**src/rtl/sign_mag_decoder.sv**
```systemverilog
// sign_mag_decoder: two's-complement to sign/magnitude converter, resolved serially.
// Latency: operand accepted at edge E0, result held with out_valid=1 after edge E0+N,
//          N = 32/STEP_BITS (8 at the default), the same for every operand and build.
// Backpressure: in_ready only in IDLE; the result is held in DONE until out_ready=1.
//
// Parameters
//   STEP_BITS  bits of magnitude resolved per cycle (1, 2, 4, 8, 16 or 32)
// Build option
//   SIGN_MAG_SATURATE_EN  when defined, operand 0x80000000 gives out_mag = 0x7FFFFFFF
//                         instead of the wrapped 0x80000000 (out_ovf = 1 in both builds)
// Ports
//   clk        rising-edge clock
//   rst        synchronous active-high reset
//   in_valid   in_data holds an operand
//   in_ready   block accepts an operand (IDLE only)
//   in_data    32-bit two's-complement operand
//   out_valid  result available (DONE only)
//   out_ready  consumer takes the result; ignored outside DONE
//   out_sign   1 = operand was negative
//   out_mag    32-bit unsigned magnitude, modulo 2^32
//   out_ovf    operand was 0x80000000
module sign_mag_decoder #(
  parameter int STEP_BITS = 4
) (
  input  logic        clk,
  input  logic        rst,
  input  logic        in_valid,
  output logic        in_ready,
  input  logic [31:0] in_data,
  output logic        out_valid,
  input  logic        out_ready,
  output logic        out_sign,
  output logic [31:0] out_mag,
  output logic        out_ovf
);

  localparam int N  = 32 / STEP_BITS;
  localparam int CW = (N > 1) ? $clog2(N) : 1;
  localparam logic [CW-1:0] LAST_CNT = CW'(N - 1);

  typedef enum logic [1:0] {
    IDLE = 2'd0,
    BUSY = 2'd1,
    DONE = 2'd2
  } state_t;

  state_t          state_q, state_d;
  logic [31:0]     opnd_q,  opnd_d;
  logic [31:0]     mag_q,   mag_d;
  logic            sign_q,  sign_d;
  logic            ovf_q,   ovf_d;
  logic            carry_q, carry_d;
  logic [CW-1:0]   count_q, count_d;

  logic                 accept;
  logic                 take;
  logic                 last_step;
  logic [STEP_BITS-1:0] chunk;
  logic [STEP_BITS:0]   neg_sum;
  logic [STEP_BITS-1:0] res;
  logic [31:0]          res_ext;
  logic [31:0]          mag_shift;

  assign accept    = in_valid && (state_q == IDLE);
  assign take      = out_ready && (state_q == DONE);
  assign last_step = (state_q == BUSY) && (count_q == LAST_CNT);

  // The operand is shifted right one chunk per cycle, so the chunk being
  // resolved (chunk[count], LSB first) always sits in the low bits.
  assign chunk   = opnd_q[STEP_BITS-1:0];

  // Negation chunk by chunk: invert and add the carry rippled from the
  // previous (lower) chunk. The extra top bit is the carry-out.
  assign neg_sum = {1'b0, ~chunk} + {{STEP_BITS{1'b0}}, carry_q};
  assign res     = sign_q ? neg_sum[STEP_BITS-1:0] : chunk;

  // Resolved chunks enter at the top of mag and move down one chunk per
  // cycle; after N steps chunk 0 has reached bit 0.
  assign res_ext   = 32'(res);
  assign mag_shift = (mag_q >> STEP_BITS) | (res_ext << (32 - STEP_BITS));

  // ---------------------------------------------------------------------------
  // State register (FSM state plus datapath registers)
  // ---------------------------------------------------------------------------
  always_ff @(posedge clk) begin
    if (rst) begin
      state_q <= IDLE;
      opnd_q  <= '0;
      mag_q   <= '0;
      sign_q  <= 1'b0;
      ovf_q   <= 1'b0;
      carry_q <= 1'b0;
      count_q <= '0;
    end else begin
      state_q <= state_d;
      opnd_q  <= opnd_d;
      mag_q   <= mag_d;
      sign_q  <= sign_d;
      ovf_q   <= ovf_d;
      carry_q <= carry_d;
      count_q <= count_d;
    end
  end

  // ---------------------------------------------------------------------------
  // Next-state logic
  // ---------------------------------------------------------------------------
  always_comb begin
    state_d = state_q;
    unique case (state_q)
      IDLE: if (accept)    state_d = BUSY;
      BUSY: if (last_step) state_d = DONE;
      // Leaving DONE always goes through IDLE, so no accept can overlap
      // the cycle in which the result is taken.
      DONE: if (take)      state_d = IDLE;
      default:             state_d = IDLE;
    endcase
  end

  // ---------------------------------------------------------------------------
  // Datapath next-state
  // ---------------------------------------------------------------------------
  always_comb begin
    opnd_d  = opnd_q;
    mag_d   = mag_q;
    sign_d  = sign_q;
    ovf_d   = ovf_q;
    carry_d = carry_q;
    count_d = count_q;

    if (accept) begin
      opnd_d  = in_data;
      mag_d   = '0;
      sign_d  = in_data[31];
      ovf_d   = (in_data == 32'h8000_0000);
      carry_d = 1'b1;
      count_d = '0;
    end else if (state_q == BUSY) begin
      opnd_d  = opnd_q >> STEP_BITS;
      mag_d   = mag_shift;
      // The carry is only meaningful for negative operands; the final
      // carry-out is simply left in carry_q and never used.
      carry_d = sign_q ? neg_sum[STEP_BITS] : carry_q;
      count_d = last_step ? '0 : count_q + CW'(1);
`ifdef SIGN_MAG_SATURATE_EN
      // Clamp on the last step so latency matches the wrapping build.
      if (last_step && ovf_q) mag_d = 32'h7FFF_FFFF;
`endif
    end
  end

  // ---------------------------------------------------------------------------
  // Outputs
  // ---------------------------------------------------------------------------
  always_comb begin
    in_ready  = (state_q == IDLE);
    out_valid = (state_q == DONE);
    out_sign  = sign_q;
    out_mag   = mag_q;
    out_ovf   = ovf_q;
  end

endmodule

```
**config.mk**
```make
export PLATFORM = sky130hd
export DESIGN_NAME = sign_mag_decoder
export DESIGN_NICKNAME = d
export VERILOG_FILES = /design/src/rtl/sign_mag_decoder.sv
export SDC_FILE = /design/constraint.sdc
export NUM_CORES = 1
export LEC_CHECK = 0
export CAP_MARGIN = 10
export CORE_ASPECT_RATIO = 1.5
export CORE_UTILIZATION = 53
export DETAILED_ROUTE_END_ITERATION = 12
export HOLD_SLACK_MARGIN = 0.02
export PLACE_DENSITY = 0.82
export SYNTH_ARGS = -nofsm -noshare
export SYNTH_HDL_FRONTEND = slang
export SYNTH_SLANG_ARGS = --single-unit
export TNS_END_PERCENT = 30
```
**constraint.sdc**
```tcl
create_clock -name clk -period 4.07 [get_ports clk]
set_input_delay 0.6105 -clock clk [delete_from_list [all_inputs] [get_ports clk]]
set_output_delay 0.6105 -clock clk [all_outputs]
set_load 0.01 [all_outputs]
```
### Word level (Yosys, flattened, before mapping)

Index checks and enable logic that the tools add are counted.

* output and inout port bits: 36
* bits in registers: 72
* logic and storage cells: 38
* bits of input ports: 36

* add/sub/neg operators: 2
* reductions and logical operators: 9
* multiplexer cells: 11
* bitwise operators: 2
* equality and inequality tests: 7

Operator list (number)
* $mux W32: 2
* $eq A32 B32 Y1 const B: 1
* $or A28 B32 Y32: 1
* $mux W2: 3
* $pmux W2 S3: 1
* $add A4 B1 Y5: 1
* $mux W4: 1
* $ne A2 B1 Y1 const B: 2
* $not A4 Y4: 1
* $reduce_bool A2 Y1: 2
* $add A3 B1 Y3 const B: 1
* $eq A3 B3 Y1 const B: 1
* $logic_and A1 B1 Y1: 3
* $mux W1: 3
* $mux W3: 1
* $reduce_and A3 Y1: 1
* $eq A2 B1 Y1 const B: 1
* $eq A2 B2 Y1 const B: 1
* $logic_not A2 Y1: 1
* $ne A2 B2 Y1 const B: 1
* $reduce_and A2 Y1: 1
* $reduce_or A2 Y1: 1

### Logic depth before layout (Yosys ltp)

* depth after elaboration: 5
* depth in mapped cells: 6
* depth with buffers taken out: 6

### Worst setup path after synthesis

No wires, ideal clock.

* path type: input to register
* start point: input port rst
* end point: register ovf_q, in the netlist out_ovf
* data arrival time: 1.494 ns
* stages on the path: 5
* setup slack: 2.502 ns
* cells stage by stage: clkbuf_1 -> nor4_1 -> nand4_1 -> or3_1 -> o21ai_0

RTL lines
* from (decl): RTL line 26 `input logic rst,`
* to (signal assigned): RTL line 99 `ovf_q <= ovf_d;`
* to (decl): RTL line 51 `logic ovf_q, ovf_d;`

### Worst setup path after layout

* start point: input port in_valid
* end point: register mag_q[29], in the netlist out_mag[29]

* word-level cells in the longest chain between the ends: 2

RTL lines
* from (decl): RTL line 27 `input logic in_valid,`
* $logic_and A1 B1 Y1: RTL line 64 `assign accept = in_valid && (state_q == IDLE);`
* $reduce_or A2 Y1 (no source line)
* to (signal assigned): RTL line 97 `mag_q <= mag_d;`
* to (decl): RTL line 49 `logic [31:0] mag_q, mag_d;`

No other way between the ends.
A chain may end at the register's enable or synchronous reset.

==> results.cfg <==
[status]
status = finished, final reports clean

[floorplanning]
dieArea_um2 = 6060
die_width_um = 63.9
start_util = 0.555
core_area_um2 = 5490
io_pins = 72
row_count = 33
die_h_um = 94.9

[timing]
rsz0062_at_grt = no
finalSetupViolCount = 0
fin_setup_tns_ns = 0
whs_ns = 0.457
tightestPinTransition_ns = 1.15
max_clock_freq_mhz = 447
fin_crit_sh = 0.550
fin_ws_ns = 1.83
layout_min_cycle_time_ns = 2.24
hold_viol_final = 0
max-slew-margin-rel = 0.230
drv_slew = 0
fin_skew_ns = 0.00834

[synth]
yosysWarnings = 0
ys_top_cells_by_area = dfxtp_1 (47%), nand2_1 (12%), a21oi_1 (10%)
synth_nets = 411
synth_top_cell_by_area = dfxtp_1
netlist.area_leader.share = 0.473
postSynthAreaPerCell_um2 = 8.22
synth-seq-cells = 72
synth_cells = 371
yosysSeqAreaShare = 0.473
ys_types = 29
syn_area_um2 = 3050

[final_layout]
areaGrowthSynthToFinish_pct = 22.8
n_antenna_cell = 0
nNetsFinal = 444
fin_util = 0.682
drive_gt1_frac = 0.0587

[global_route]
grt_pass1_vias = 2361
grt_pass1_wl_mm = 10.6
antenna_found_initial = 0
track_usage = 0.228
grt_start_max_net_pins = 54
grt_remaining_overflow = 0

[drt]
drt_iter0_drc = 219
wl_mm = 6.52
route.detailed.drc = 0
wl_per_cell_um = 13.6
drtPass1Iterations = 4
vias = 2607
ant_nets = 0
vias_per_cell = 5.44

[min_path]
hold_class = flip-flop to flip-flop

[worst_setup_path]
slowest_delay_ns = 0.70
critical_path.top_delay_family = simple AND/OR/NAND/NOR gates
critical_path_arrival_ns = 2.42
cp-start-kind = input pin
path_max_fanout = 35
reg2reg_setup_slack_ns = 1.93
cp.required_ns = 4.25
critPathCaptureType = flip-flop
crit_type = input pin to flip-flop
slowest_stage = nor3b_4
cp.buffers_inverters = 2
crit_chain = clkdlybuf4s50_1, nor3b_4, or2_1, buf_4, a211oi_1

[cts]
clkLatencyLatePin_ns = 0.35
cts-root-buf = clkbuf_8
cts_setup_buffers = 0
numCtsBuffers = 9
h-tree-depth = 3
cts_buffer_depth = 2
cts_resized = 0
clk_transition_reported_paths_ns = 0.07
cts_tree = yes
cts_hold_buf = 0
cts_num_sinks = 72

[pwr]
ir_worst_vdd_uv = 311
p_per_area_nw_per_um2 = 395
leakagePower_nw = 1.24

[placed_design]
dp_hpwl_mm = 4.55
pre_cts_slack_ns = 1.48
io_buffers = 71
gp_congestion = 0.818

[flow_run]
drv_cap = 0
synthesized netlist by cell type (all sizes together):
| library cell | instances |
|---|---|
| nand2 | 97 |
| dfxtp | 72 |
| a21oi | 63 |
| buf | 48 |
| a22oi | 28 |
| nor2 | 14 |
| nor4 | 8 |
| clkbuf | 6 |
| a211oi | 4 |
| ha | 4 |
| inv | 4 |
| nand3 | 3 |
| nand4 | 3 |
| nor2b | 3 |
| mux2i | 2 |
| xnor2 | 2 |
| a21boi | 1 |
| a311oi | 1 |
| a31oi | 1 |
| nand2b | 1 |
| nand3b | 1 |
| nor3 | 1 |
| nor3b | 1 |
| o21ai | 1 |
| or2 | 1 |
| or3 | 1 |
per-layer routing:
layer	GRT usage	routed length (um)	share of wire	vias to the layer above
met1	0.240	2590	0.40	1201
met2	0.420	3520	0.54	92
met3	0.0543	327	0.050	9
met5	0	0	0	-
li1	-	-	-	1305
met4	0.104	93	0.014	0
worst register-to-register path, delay by kind of cell, from the launching register on:
family                 cells  cell delay (ns)
and+or+nand+nor            2             1.03
DFF                        1             0.45
buffers and inverters      1             0.39
AOI/OAI and AO/OA          1             0.19
final cells by class:
type	count	area, um2
clock buffers	9	124
clock inverters	7	72.6
fillers	470	1750
inverters	4	15.0
multi-input cells	241	1250
flip-flops and latches	72	1440
well taps	70	87.6
repair buffers	76	748
cells by family after synthesis:
group | synth area share
AO/OA/AOI/OAI | 0.191
XOR/XNOR | 0.00575
adder cells (fa/ha/maj) | 0.0164
buffers and inverters | 0.118
flip-flops | 0.473
multiplexers | 0.00657
AND/OR/NAND/NOR | 0.189
state kept, by name, indices dropped and copies added, names as in the netlist:
signal    count
count_q       3
out_mag      32
opnd_q       32
state_q       2
carry_q       1
out_sign      1
out_ovf       1
worst paths after layout:
check                                    to        from  depth (start not counted)
worst max-delay path            out_mag[29]    in_valid                          5
worst min-delay path              opnd_q[6]   opnd_q[6]                          2
worst max register to register  out_mag[28]  state_q[0]                          4
worst min register to register    opnd_q[6]   opnd_q[6]                          2
power by group:
group | switching [W] | internal [W] | total, W
combinational | 0.0000952 | 0.0000777 | 0.000173
clock | 0.000273 | 0.000282 | 0.000555
sequential | 0.0000200 | 0.000732 | 0.000752
per-stage QoR:
step / std cells / total power (W) / area [um2]
after global routing: 479 / 0.00154 / 3740
after CTS: 479 / 0.00149 / 3740
after floorplan: 371 / 0.000877 / 3050
after detailed placement: 463 / 0.000941 / 3550
after global placement: 463 / 0.000937 / 3550
final: 479 / 0.00148 / 3740
cells in the final DEF (no fill, tap or decap), types with 3 or more instances in the layout:
cell type | synthesis | routed
a211oi_1 | 4 | 4
a21oi_1 | 63 | 63
a22oi_1 | 28 | 28
buf_4 | 33 | 5
clkbuf_8 | 0 | 9
clkdlybuf4s50_1 | 0 | 71
dfxtp_1 | 72 | 72
ha_1 | 4 | 4
inv_1 | 4 | 4
nand2_1 | 97 | 97
nand3_1 | 3 | 3
nand4_1 | 3 | 3
nor2_1 | 13 | 13
nor4_1 | 8 | 8
Power figures use the tool's default switching activity.
